## config.mk

```make
export PLATFORM = sky130hd
export DESIGN_NAME = delay_ctrl
export DESIGN_NICKNAME = d
export VERILOG_FILES = /design/src/rtl/delay_pkg.sv /design/src/rtl/delay_slew.sv /design/src/rtl/delay_ctrl.sv
export SDC_FILE = /design/constraint.sdc
export NUM_CORES = 1
export LEC_CHECK = 0
export BUFFER_PORTS_ARGS = -buffer_cell sky130_fd_sc_hd__clkbuf_2
export CAP_MARGIN = 5
export CORE_ASPECT_RATIO = 1.4
export CORE_MARGIN = 2
export CORE_UTILIZATION = 57
export CTS_CLUSTER_DIAMETER = 150
export DETAILED_ROUTE_END_ITERATION = 16
export PLACE_DENSITY = 0.81
export SYNTH_ARGS = -nofsm -noshare
export SYNTH_HDL_FRONTEND = slang
export SYNTH_SLANG_ARGS = --single-unit
```

## constraint.sdc

```tcl
create_clock -name clk -period 4.5 [get_ports clk]
set_clock_uncertainty 0.15 [all_clocks]
set_input_delay 0 -clock clk [delete_from_list [all_inputs] [get_ports clk]]
set_output_delay 0 -clock clk [all_outputs]
set_load 0.05 [all_outputs]
```

## src/rtl/delay_pkg.sv

```systemverilog
// Shared widths, command address map and ramp FSM states for the delay
// control path.
package delay_pkg;

    localparam int         DEF_BLEND_B = 4;
    localparam int         DEF_DLY_B   = 14;
    localparam int         DEF_FDB_B   = 10;
    // Largest feedback value that keeps the echo loop gain below unity.
    localparam logic [9:0] DEF_FDB_MAX = 10'd960;

    typedef enum logic [1:0] {
        ADDR_BLEND  = 2'd0,
        ADDR_DELAY  = 2'd1,
        ADDR_FEEDBK = 2'd2,
        ADDR_RSVD   = 2'd3
    } cmd_addr_t;

    typedef enum logic {
        ST_IDLE = 1'b0,
        ST_RAMP = 1'b1
    } ramp_st_t;

endpackage

```

## src/rtl/delay_slew.sv

```systemverilog
// Delay tap slew limiter: holds the requested target and walks the live
// delay toward it by at most SLEW_STEP per sample strobe, so tap changes
// do not produce audible clicks. busy is high while a ramp is running.
module delay_slew
    import delay_pkg::*;
#(
    parameter int               DLY_B     = DEF_DLY_B,
    parameter int               SLEW_STEP = 1,
    parameter logic [DLY_B-1:0] DLY_RST   = '0
) (
    input  logic             clk,
    input  logic             reset_n,
    input  logic             sample_en,
    input  logic             tgt_we,
    input  logic [DLY_B-1:0] tgt_in,
    output logic [DLY_B-1:0] delay,
    output logic             busy
);

    localparam logic [DLY_B:0] STEP = (DLY_B+1)'(SLEW_STEP);

    ramp_st_t         state, state_nxt;
    logic [DLY_B-1:0] target;
    logic             up;
    logic [DLY_B:0]   diff, step, dly_moved;
    logic [DLY_B-1:0] dly_step;
    logic             unused_carry;

    // Distance to target, clipped step, and the stepped delay. The extra
    // bit keeps the subtraction unsigned without wrap; the result always
    // lands between delay and target, so the carry bit is never set.
    always_comb begin
        up        = target > delay;
        diff      = up ? ({1'b0, target} - {1'b0, delay})
                       : ({1'b0, delay} - {1'b0, target});
        step      = (diff < STEP) ? diff : STEP;
        dly_moved = up ? ({1'b0, delay} + step) : ({1'b0, delay} - step);
    end

    assign {unused_carry, dly_step} = dly_moved;

    // Next state: start a ramp whenever target and delay differ, finish
    // on the strobe that lands exactly on the target.
    always_comb begin
        state_nxt = state;
        case (state)
            ST_IDLE: if (target != delay) state_nxt = ST_RAMP;
            ST_RAMP: if (sample_en && dly_step == target) state_nxt = ST_IDLE;
            default: state_nxt = ST_IDLE;
        endcase
    end

    // State, target and live delay registers; delay only moves on strobes
    // while ramping. A new target mid-ramp is simply picked up next step.
    always_ff @(posedge clk or negedge reset_n) begin
        if (!reset_n) begin
            state  <= ST_IDLE;
            target <= DLY_RST;
            delay  <= DLY_RST;
        end else begin
            state <= state_nxt;
            if (tgt_we) target <= tgt_in;
            if (state == ST_RAMP && sample_en) delay <= dly_step;
        end
    end

    assign busy = (state == ST_RAMP);

endmodule

```

## src/rtl/delay_ctrl.sv

```systemverilog
// Control-side initiator for the delay effect. Takes register writes from
// the panel/MCU decoder, applies blend and feedback on the audio sample
// strobe, and drives the delay tap.
// Build option DELAY_CTRL_SLEW_EN: when defined the delay tap is slewed by
// delay_slew; otherwise it jumps to the target on the next sample strobe
// and busy is held low.
module delay_ctrl
    import delay_pkg::*;
#(
    parameter int               BLEND_B   = DEF_BLEND_B,
    parameter int               DLY_B     = DEF_DLY_B,
    parameter int               FDB_B     = DEF_FDB_B,
    parameter int               SLEW_STEP = 1,
    parameter logic [FDB_B-1:0] FDB_MAX   = FDB_B'(DEF_FDB_MAX),
    parameter logic [DLY_B-1:0] DLY_RST   = '0
) (
    input  logic               clk,
    input  logic               reset_n,
    input  logic               sample_en,
    input  logic               cmd_valid,
    output logic               cmd_ready,
    input  logic [1:0]         cmd_addr,
    input  logic [15:0]        cmd_data,
    output logic [BLEND_B-1:0] blend,
    output logic [DLY_B-1:0]   delay,
    output logic [FDB_B-1:0]   feedbk,
    output logic               busy
);

    cmd_addr_t          addr;
    logic               xfer;
    logic [BLEND_B-1:0] blend_sh;
    logic [FDB_B-1:0]   fdb_sh, fdb_in, fdb_clamped;
    logic               blend_pend, fdb_pend;
    logic               tgt_we;
    logic               unused_data;

    assign addr        = cmd_addr_t'(cmd_addr);
    assign xfer        = cmd_valid & cmd_ready;
    assign tgt_we      = xfer && (addr == ADDR_DELAY);
    assign fdb_in      = cmd_data[FDB_B-1:0];
    // Clamp at write time so the shadow never holds an unstable gain.
    assign fdb_clamped = (fdb_in > FDB_MAX) ? FDB_MAX : fdb_in;
    // Stall further commands until pending shadows have been applied.
    assign cmd_ready   = ~(blend_pend | fdb_pend);
    // Upper data bits are dropped by design.
    assign unused_data = ^cmd_data;

    // Shadow/apply: a strobe applies what was pending before the edge; a
    // write on the same edge only loads the shadow and waits for the next.
    always_ff @(posedge clk or negedge reset_n) begin
        if (!reset_n) begin
            blend      <= '0;
            feedbk     <= '0;
            blend_sh   <= '0;
            fdb_sh     <= '0;
            blend_pend <= 1'b0;
            fdb_pend   <= 1'b0;
        end else begin
            if (sample_en) begin
                if (blend_pend) blend  <= blend_sh;
                if (fdb_pend)   feedbk <= fdb_sh;
                blend_pend <= 1'b0;
                fdb_pend   <= 1'b0;
            end
            if (xfer && addr == ADDR_BLEND) begin
                blend_sh   <= cmd_data[BLEND_B-1:0];
                blend_pend <= 1'b1;
            end
            if (xfer && addr == ADDR_FEEDBK) begin
                fdb_sh   <= fdb_clamped;
                fdb_pend <= 1'b1;
            end
        end
    end

`ifdef DELAY_CTRL_SLEW_EN
    delay_slew #(
        .DLY_B     (DLY_B),
        .SLEW_STEP (SLEW_STEP),
        .DLY_RST   (DLY_RST)
    ) u_slew (
        .clk       (clk),
        .reset_n   (reset_n),
        .sample_en (sample_en),
        .tgt_we    (tgt_we),
        .tgt_in    (cmd_data[DLY_B-1:0]),
        .delay     (delay),
        .busy      (busy)
    );
`else
    logic [DLY_B-1:0] target;
    logic             unused_slew;

    assign unused_slew = (SLEW_STEP != 0);
    assign busy        = 1'b0;

    // Unslewed tap: the target lands on the first strobe after the write.
    always_ff @(posedge clk or negedge reset_n) begin
        if (!reset_n) begin
            target <= DLY_RST;
            delay  <= DLY_RST;
        end else begin
            if (tgt_we)    target <= cmd_data[DLY_B-1:0];
            if (sample_en) delay  <= target;
        end
    end
`endif

endmodule

```

Yosys cells after proc, flatten, opt, wreduce, memory -nomap -nowiden

Cells that the tools add are included.

Register bits after elaboration: 58
Input port bits: 22
Output and inout port bits: 30
Logic and storage cells: 26

Order comparisons: 1
Equality and inequality tests: 2
Multiplexer cells: 4
Bitwise gates (word level): 3
Reduce and logical (&&, ||, !) cells: 8

Operators with widths:

| kind                                                             | number |
|---|---|
| 10-bit greater-than comparator (second input constant)           | 1 |
| 10-bit two-way mux                                               | 1 |
| 2-bit AND reduction                                              | 2 |
| 2-bit nonzero test                                               | 2 |
| 1-bit logical AND                                                | 3 |
| 1-bit two-way mux                                                | 3 |
| 2-bit by 1-bit == test with 1-bit output (second input constant) | 1 |
| 2-bit == test (second input constant)                            | 1 |
| 2-bit zero test                                                  | 1 |
| 1-bit bitwise AND                                                | 1 |
| 1-bit NOT                                                        | 1 |
| 1-bit bitwise OR                                                 | 1 |

Logic depth before layout (Yosys ltp)

Gate-level depths: netlist of the first run.

Depth in word-level cells: 5
Gate-level depth with buffers: 5
Gate-level depth less buffers: 3

Worst setup path before layout of the first run

OpenSTA, ideal clock, no wires.

Kind: register -> register
From: register fdb_pend
To: register fdb_sh[6]
Library setup time: 0.125 ns
Arrival: 1.837 ns
Required time: 4.225 ns
Path slack: 2.388 ns
Stages on the path, launching flop included: 5
Buffers on the path: 1
Period minus slack after synthesis: 2.112 ns
Cells stage by stage: dfrtp_1 -> nor2_1 -> nand4b_1 -> buf_2 -> mux2_2

Longest elaborated chain between the ends: 4

RTL lines:

| element                  | line             | source |
|---|---|---|
| start: declaration       | delay_ctrl.sv:34 | `logic blend_pend, fdb_pend;` |
| start signal: assignment | delay_ctrl.sv:58 | `fdb_pend <= 1'b0;` |
| start signal: assignment | delay_ctrl.sv:64 | `fdb_pend <= 1'b0;` |
| start signal: assignment | delay_ctrl.sv:72 | `fdb_pend <= 1'b1;` |
| 1-bit bitwise OR         | delay_ctrl.sv:45 | `assign cmd_ready = ~(blend_pend \| fdb_pend);` |
| 1-bit NOT                | delay_ctrl.sv:45 |  |
| net cmd_ready            | delay_ctrl.sv:21 | `output logic cmd_ready,` |
| 1-bit bitwise AND        | delay_ctrl.sv:39 | `assign xfer = cmd_valid & cmd_ready;` |
| 1-bit logical AND        | delay_ctrl.sv:70 | `if (xfer && addr == ADDR_FEEDBK) begin` |
| end signal: assignment   | delay_ctrl.sv:71 | `fdb_sh <= fdb_clamped;` |
| end: declaration         | delay_ctrl.sv:33 | `logic [FDB_B-1:0] fdb_sh, fdb_in, fdb_clamped;` |

The timed path passes the listed nets, and every way through them passes these cells.
A chain may end at the register's enable or synchronous reset.

Worst setup path in the final report of the first run

From: register fdb_pend
To: register fdb_sh[8]

Longest elaborated chain between the ends: 4

RTL lines:

| element           | line |
|---|---|
| 1-bit bitwise OR  | delay_ctrl.sv:45 |
| 1-bit NOT         | delay_ctrl.sv:45 |
| 1-bit bitwise AND | delay_ctrl.sv:39 |
| 1-bit logical AND | delay_ctrl.sv:70 |

No other way between the ends.

==> results.rst, run 1 <==
.. list-table::
   :header-rows: 1

   * - Metric
     - Value
   * - Run status
     - finished, final reports clean
   * - Total via count in the routed design
     - 1387
   * - Category of the critical setup timing path
     - reg2reg
   * - Minimum clock period after layout
     - 1.945 ns
   * - Post-CTS Repair Setup Buffers
     - 0
   * - Fin. Hold Viols
     - 0
   * - Drc violations
     - 0
   * - Worst max-slew margin expressed relative to the limit
     - 52.72%
   * - Starting density of the core
     - 58.36%
   * - Worst vdd ir
     - 0.7387 mV
   * - Final weighted congestion of routability-driven global placement
     - 0.7612
   * - Max-slew violations
     - 0
   * - Total global-route track usage
     - 21.25%
   * - Post-synthesis cell area
     - 2267 µm²
   * - Static leakage power
     - 1.473 nW
   * - Count of port buffers added during placement
     - 48
   * - Nets@finish
     - 242
   * - Die Area
     - 4505 µm²
   * - Number of cell rows
     - 27
   * - Worst min-delay path class
     - in2reg
   * - Clk root buf
     - sky130_fd_sc_hd__clkbuf_8
   * - Dpl cell area
     - 2531 µm²
   * - Antenna violations before repair
     - 0
   * - Reported net switching power
     - 0.0007674 W
   * - Total clock buffers created by CTS
     - 9
   * - H-Tree Depth
     - 3
   * - Final standard cell utilization of the core
     - 73.40%
   * - Setup TNS
     - 0 ns
   * - Share of final-layout standard cells stronger than drive strength 1
     - 48.66%
   * - Horizontal die dimension
     - 57.30 µm
   * - Share of total power in the clock network
     - 21.8%
   * - Synthesized area per cell
     - 15.01 µm²
   * - Fraction of power consumed by combinational cells
     - 37.0%
   * - WL per Instance
     - 15.87 µm
   * - Clock-pin transition on the worst setup and hold timing paths
     - 0.06 ns
   * - Fraction of the yosys area taken by sequential cells
     - 64.02%
   * - Floorplan Core Area
     - 3885 µm²
   * - PwrDens
     - 665.2 nW/µm²
   * - Worst Setup Start Kind
     - register
   * - Top-level I/O count
     - 52
   * - WP data required
     - 4.57 ns
   * - Biggest fanout along the worst timing path
     - 11
   * - Fin crit share
     - 43.23%
   * - Minimum hold slack
     - 0.06926 ns
   * - Violation count after the first detailed-route iteration
     - 52
   * - Clock Latency Late Sink
     - 0.33 ns
   * - Number of global-route vias before repair
     - 1492
   * - Yosys warns
     - 0
   * - Total detailed-routing wirelength
     - 4237 µm
   * - Slew @ Worst Pin
     - 0.7091 ns
   * - Post-synthesis sequential element count
     - 58
   * - Final antenna diode count
     - 0
   * - Commonest cells after routing, fill and taps aside
     - sky130_fd_sc_hd__dfrtp_1, sky130_fd_sc_hd__clkbuf_2, sky130_fd_sc_hd__mux2_2, sky130_fd_sc_hd__dlygate4sd3_1, sky130_fd_sc_hd__nand2_1
   * - Number of standard cells after synthesis
     - 151
   * - Layout overhead on the synthesized area
     - 25.77%
   * - Number of distinct library cells after synthesis
     - 19
   * - Vertical die dimension
     - 78.62 µm
   * - Antenna Violating Nets Remaining
     - 0
   * - Share of power burned in registers
     - 41.2%
   * - Number of buffers between clock root and the deepest sink
     - 2
   * - Final HPWL from detailed placement
     - 2884 µm
   * - Share of total power consumed by net switching
     - 40.46%
   * - Max-Cap Viols
     - 0
   * - Highest clock frequency the design can meet
     - 514.0 MHz
   * - Sum of overflow across all layers after global routing
     - 0
   * - Wire length of the first global-routing pass
     - 7017 µm
   * - Fillcell total
     - 241
   * - Setup violations, final
     - 0
   * - CTS tree
     - built
   * - Ratio of routed vias to standard cells
     - 5.195
   * - Slack of the worst reg-to-reg path
     - 2.55 ns
   * - Layout Cell Area excl Fill
     - 2851 µm²
   * - Worst setup EP type
     - register
   * - Number of sinks on the clock net
     - 58
   * - Setup repair after global routing missed its margin
     - no
   * - Iteration count of the initial detailed-routing pass
     - 4
   * - Arrival time at the worst endpoint
     - 2.01 ns
   * - Syn Nets
     - 173
   * - Most common library cell in the layout ignoring fill and taps
     - sky130_fd_sc_hd__dfrtp_1
   * - Internal power
     - 0.001129 W
   * - Maximum number of pins on one net before global-route repair
     - 59
-- stage by stage --
step	setup slack [ns]	instances	power (W)
after floorplan	2.388	151	0.001310
after global placement	2.645	237	0.001456
after detailed placement	2.588	237	0.001488
after CTS	2.572	267	0.001914
after global routing	2.456	267	0.001986
final	2.555	267	0.001897
-- worst max-delay path, cell delays in order (launching register included) --
cell,delay [ns]
sky130_fd_sc_hd__dfrtp_1,0.43
sky130_fd_sc_hd__nor2_1,0.18
sky130_fd_sc_hd__nand4b_1,0.57
sky130_fd_sc_hd__mux2_2,0.50
-- synth_stat cells --
library cell,number,area (µm²)
sky130_fd_sc_hd__nand2_1,14,52.55
sky130_fd_sc_hd__nand4b_1,1,8.760
sky130_fd_sc_hd__buf_4,1,7.510
sky130_fd_sc_hd__a21o_1,1,7.510
sky130_fd_sc_hd__nand2_2,1,6.260
sky130_fd_sc_hd__clkbuf_1,1,3.750
sky130_fd_sc_hd__nor2_1,1,3.750
sky130_fd_sc_hd__mux2_2,34,382.9
sky130_fd_sc_hd__nand4_1,1,6.260
sky130_fd_sc_hd__mux2_4,10,150.1
sky130_fd_sc_hd__conb_1,1,3.750
sky130_fd_sc_hd__and2b_1,1,7.510
sky130_fd_sc_hd__o21ai_0,7,35.03
sky130_fd_sc_hd__dfrtp_1,58,1451
sky130_fd_sc_hd__inv_1,8,30.03
sky130_fd_sc_hd__mux2i_1,6,60.06
sky130_fd_sc_hd__buf_2,3,15.01
sky130_fd_sc_hd__buf_6,1,11.26
sky130_fd_sc_hd__nor4b_4,1,23.77
-- state kept, by name (all words and copies together), names as in the netlist --
name / cells
feedbk: 10
target: 14
delay: 14
blend: 4
blend_sh: 4
fdb_pend: 1
blend_pend: 1
fdb_sh: 10
-- final cells by class --
cell class | instances | area, µm² | area share (%)
clock buffer | 12 | 155.1 | 5.441
sequential | 58 | 1451 | 50.90
inverter | 8 | 30.03 | 1.053
tap | 43 | 53.80 | 1.887
clock inverter | 3 | 15.01 | 0.5265
multi-input combinational | 79 | 748.2 | 26.24
timing repair buffer | 64 | 397.9 | 13.95
-- power groups by stage --
| stage | Clock, W | Sequential (W) | Combinational, W |
|---|---|---|---|
| 2_1_floorplan | 0 | 0.00112 | 0.000187 |
| 3_3_place_gp | 0 | 0.000775 | 0.000681 |
| 5_1_grt | 0.000446 | 0.000800 | 0.000740 |
| 3_5_place_dp | 0 | 0.000791 | 0.000697 |
| 6_report | 0.000413 | 0.000782 | 0.000702 |
| 4_1_cts | 0.000422 | 0.000782 | 0.000709 |
-- worst paths after layout --
path	cells after the start	to	start
setup reg to reg	3	fdb_sh[8]$_DFFE_PN0P_	fdb_pend$_DFFE_PN0P_
setup / recovery	3	fdb_sh[8]$_DFFE_PN0P_	fdb_pend$_DFFE_PN0P_
min in group asynchronous	3	target[4]$_DFFE_PN0P_	reset_n
max in group asynchronous	3	delay[10]$_DFFE_PN0P_	reset_n
hold / removal	3	blend_pend$_DFFE_PN0P_	cmd_addr[0]
hold reg to reg	2	feedbk[5]$_DFFE_PN0P_	feedbk[5]$_DFFE_PN0P_
-- what timing repair did --
item / CTS / global route
resized for setup: 0 / 0
hold buffers: 15 / 0
hold endpoints to repair: 86 / 0
-- metal layers --
| metal | track usage, % | part of all wire [%] | routed length, µm | vias to the layer above |
|---|---|---|---|---|
| met3 | 6.096 | 4.7 | 200 | 6 |
| met5 | 0 | 0 | 0 | - |
| met2 | 34.14 | 52 | 2183 | 40 |
| li1 | - | - | - | 653 |
| met1 | 26.07 | 42 | 1785 | 688 |
| met4 | 10.47 | 1.6 | 67 | 0 |
-- cell families after synthesis --
logic type,share of synthesized area [%]
flops,64.02
buf+inv,2.980
compound gates,1.876
simple gates,4.802
mux,26.16
other cells,0.1654
(Power assumes the default switching activity.)
==> run 2: changes to the inputs <==
--- a/config.mk
+++ b/config.mk
@@ -9,10 +9,10 @@
 export CAP_MARGIN = 5
 export CORE_ASPECT_RATIO = 1.4
 export CORE_MARGIN = 2
-export CORE_UTILIZATION = 57
+export CORE_UTILIZATION = 53
 export CTS_CLUSTER_DIAMETER = 150
 export DETAILED_ROUTE_END_ITERATION = 16
-export PLACE_DENSITY = 0.81
+export PLACE_DENSITY = 0.76
 export SYNTH_ARGS = -nofsm -noshare
 export SYNTH_HDL_FRONTEND = slang
 export SYNTH_SLANG_ARGS = --single-unit
==> constraint.sdc (replaced) <==
create_clock -name clk -period 1.96 [get_ports clk]
set_clock_uncertainty 0.15 [all_clocks]
set_input_delay 0 -clock clk [delete_from_list [all_inputs] [get_ports clk]]
set_output_delay 0 -clock clk [all_outputs]
set_load 0.05 [all_outputs]
==> run 2 against run 1 <==
Effect of this change:
- sequential power is 130% higher
- count of clock-buffer cells in the layout is 2 higher
- combinational power is 130% higher
- critical path depth stayed put
- final cell count is 1.9% higher
- largest cell class unchanged
==> results.rst, run 2 (same netlist as run 1, synthesis figures left out) <==
.. list-table::
   :header-rows: 1

   * - Metric
     - Value
   * - Run status
     - finished, final reports clean
   * - Total clock buffers created by CTS
     - 9 (unchanged)
   * - Sequential cell area in the final layout
     - 1451 µm² (unchanged)
   * - Max-Cap Viols
     - 0 (unchanged)
   * - Worst min-delay path class
     - in2reg
   * - Share of power burned in registers
     - 39.9% (-1.3 points)
   * - Wire length of the first global-routing pass
     - 7113 µm (+1.4%)
   * - Total via count in the routed design
     - 1392 (+0.36%)
   * - Final antenna diode count
     - 0 (unchanged)
   * - PwrDens
     - 1554 nW/µm² (+130%)
   * - Horizontal die dimension
     - 59.28 µm (+3.4%)
   * - Clk root buf
     - sky130_fd_sc_hd__clkbuf_8
   * - Worst max-slew margin expressed relative to the limit
     - 49.26% (-3.5 points)
   * - Post-CTS Repair Setup Buffers
     - 0 (unchanged)
   * - WP data required
     - 2.02 ns (-2.55 ns)
   * - Reported net switching power
     - 0.001782 W (+130%)
   * - Internal power
     - 0.002742 W (+140%)
   * - Sum of overflow across all layers after global routing
     - 0 (unchanged)
   * - Share of total power consumed by net switching
     - 39.39% (-1.1 points)
   * - Final HPWL from detailed placement
     - 3232 µm (+12%)
   * - Clock Latency Late Sink
     - 0.33 ns (about the same)
   * - Number of buffers between clock root and the deepest sink
     - 2 (unchanged)
   * - Number of global-route vias before repair
     - 1473 (-1.3%)
   * - Clock-pin transition on the worst setup and hold timing paths
     - 0.06 ns (about the same)
   * - CTS tree
     - built
   * - Drc violations
     - 0 (unchanged)
   * - Fraction of power consumed by combinational cells
     - 36.1% (-0.9 points)
   * - Setup TNS
     - 0 ns (unchanged)
   * - Worst setup EP type
     - register
   * - Antenna Violating Nets Remaining
     - 0 (unchanged)
   * - Worst Setup Start Kind
     - register
   * - Share of total power in the clock network
     - 24.1% (+2.3 points)
   * - Floorplan Core Area
     - 4169 µm² (+7.3%)
   * - Fin. Hold Viols
     - 0 (unchanged)
   * - Die Area
     - 4824 µm² (+7.1%)
   * - WL per Instance
     - 16.41 µm (+3.4%)
   * - Highest clock frequency the design can meet
     - 562.7 MHz (+9.5%)
   * - Category of the critical setup timing path
     - reg2reg
   * - Nets@finish
     - 244 (+0.83%)
   * - Largest regs
     - delay (14), target (14)
   * - Count of port buffers added during placement
     - 48 (unchanged)
   * - Vertical die dimension
     - 81.39 µm (+3.5%)
   * - Share of final-layout standard cells stronger than drive strength 1
     - 48.90% (+0.24 points)
   * - Layout overhead on the synthesized area
     - 28.42%
   * - Top-level I/O count
     - 52 (unchanged)
   * - Setup repair after global routing missed its margin
     - no
   * - Antenna violations before repair
     - 0 (unchanged)
   * - Static leakage power
     - 1.496 nW (+1.6%)
   * - # resized after CTS
     - 0 (unchanged)
   * - Iteration count of the initial detailed-routing pass
     - 3 (-1)
   * - Starting density of the core
     - 54.38% (-4.0 points)
   * - Placed cell count
     - 241 (+1.7%)
   * - Arrival time at the worst endpoint
     - 1.84 ns (-0.17 ns)
   * - Final weighted congestion of routability-driven global placement
     - 0.8108 (+6.5%)
   * - Fin crit share
     - 90.67% (+47 points)
   * - Most common library cell in the layout ignoring fill and taps
     - sky130_fd_sc_hd__dfrtp_1
   * - Slew @ Worst Pin
     - 0.7612 ns (+0.05204 ns)
   * - Worst vdd ir
     - 1.160 mV (+57%)
   * - H-Tree Depth
     - 3 (unchanged)
   * - Max-slew violations
     - 0 (unchanged)
   * - Setup violations, final
     - 0 (unchanged)
   * - Final cell count without fillers
     - 272 (+1.9%)
   * - Number of cell rows
     - 28 (+3.7%)
   * - Minimum clock period after layout
     - 1.777 ns (-0.1682 ns)
   * - Footprint of the multi-input gates
     - 750.7 µm² (+0.33%)
   * - Fillcell total
     - 286 (+19%)
   * - Total global-route track usage
     - 21.10% (-0.15 points)
   * - Commonest cells after routing, fill and taps aside
     - sky130_fd_sc_hd__dfrtp_1, sky130_fd_sc_hd__clkbuf_2, sky130_fd_sc_hd__mux2_2, sky130_fd_sc_hd__dlygate4sd3_1, sky130_fd_sc_hd__nand2_1
   * - Total detailed-routing wirelength
     - 4464 µm (+5.4%)
   * - Maximum number of pins on one net before global-route repair
     - 32 (-46%)
   * - Ratio of routed vias to standard cells
     - 5.118 (-1.5%)
   * - Biggest fanout along the worst timing path
     - 14 (+3)
   * - Number of sinks on the clock net
     - 58 (unchanged)
   * - Violation count after the first detailed-route iteration
     - 20 (-62%)
run 2: cell types whose count changed in the layout (fill, tap and decap cells not counted):
| cell | previous run | this run |
|---|---|---|
| sky130_fd_sc_hd__bufinv_16 | 0 | 1 |
| sky130_fd_sc_hd__buf_4 | 1 | 2 |
| sky130_fd_sc_hd__clkbuf_1 | 1 | 3 |
| sky130_fd_sc_hd__nor2_1 | 1 | 0 |
| sky130_fd_sc_hd__nor2_2 | 0 | 1 |
| sky130_fd_sc_hd__clkinv_2 | 3 | 1 |
| sky130_fd_sc_hd__buf_12 | 0 | 1 |
run 2: per-layer routing:
layer / vias to the layer above / wire length [µm] / track usage [%]
li1: 651 / - / -
met1: 695 / 1826 / 24.33
met2: 35 / 2360 / 34.40
met3: 11 / 183 / 6.688
met4: 0 / 94 / 11.36
met5: - / 0 / 0
run 2: through the flow:
| step | worst slack (ns) | hold slack [ns] | instance area, µm² | total power (W) | util [%] |
|---|---|---|---|---|---|
| 2_1_floorplan | 0.1088 | -0.4456 | 2270 | 0.003009 | - |
| 3_3_place_gp | 0.2544 | -0.07161 | 2564 | 0.003352 | 61.49 |
| 6_report | 0.1829 | 0.02163 | 2912 | 0.004524 | 69.84 |
| 4_1_cts | 0.1867 | 0.008005 | 2912 | 0.004570 | 69.84 |
| 5_1_grt | 0.1367 | 0.03746 | 2912 | 0.004736 | 69.84 |
| 3_5_place_dp | 0.1927 | -0.04692 | 2564 | 0.003446 | 61.49 |
run 2: critical path, stage by stage, from the launching register on:
cell,delay (ns)
sky130_fd_sc_hd__dfrtp_1,0.44
sky130_fd_sc_hd__nor4b_4,0.34
sky130_fd_sc_hd__nand2_2,0.33
sky130_fd_sc_hd__mux2_4,0.40
run 2: worst paths after layout:
path                       slack (ns)                     to  cells after the start             startpoint
max                              0.18  target[7]$_DFFE_PN0P_                      3   fdb_pend$_DFFE_PN0P_
max reg2reg                      0.18  target[7]$_DFFE_PN0P_                      3   fdb_pend$_DFFE_PN0P_
min in group asynchronous        0.12  feedbk[4]$_DFFE_PN0P_                      2                reset_n
max in group asynchronous        0.92   blend[3]$_DFFE_PN0P_                      3                reset_n
min reg2reg                      0.33  feedbk[2]$_DFFE_PN0P_                      2  feedbk[2]$_DFFE_PN0P_
min                              0.02   fdb_pend$_DFFE_PN0P_                      3              sample_en
run 2: area by class of cell:
class	count	share of cell area [%]
clock buffers	14	5.587
clock inverters	2	1.203
inverters	8	1.031
multi-input cells	79	25.78
flip-flops and latches	58	49.85
well taps	45	1.934
repair buffers	66	14.61
run 2: power by group through the flow:
stage | Combinational, W | Clock (W) | Sequential [W]
global placement | 0.00157 | 0 | 0.00178
finish | 0.00163 | 0.00109 | 0.00180
floorplan | 0.000430 | 0 | 0.00258
CTS | 0.00165 | 0.00112 | 0.00181
detailed placement | 0.00162 | 0 | 0.00182
global route | 0.00172 | 0.00116 | 0.00185
run 2: timing repair:
item	4_1_cts	5_1_grt
hold buffers	15	0
hold endpoints to repair	58	0
endpoints found under the setup margin	0	0
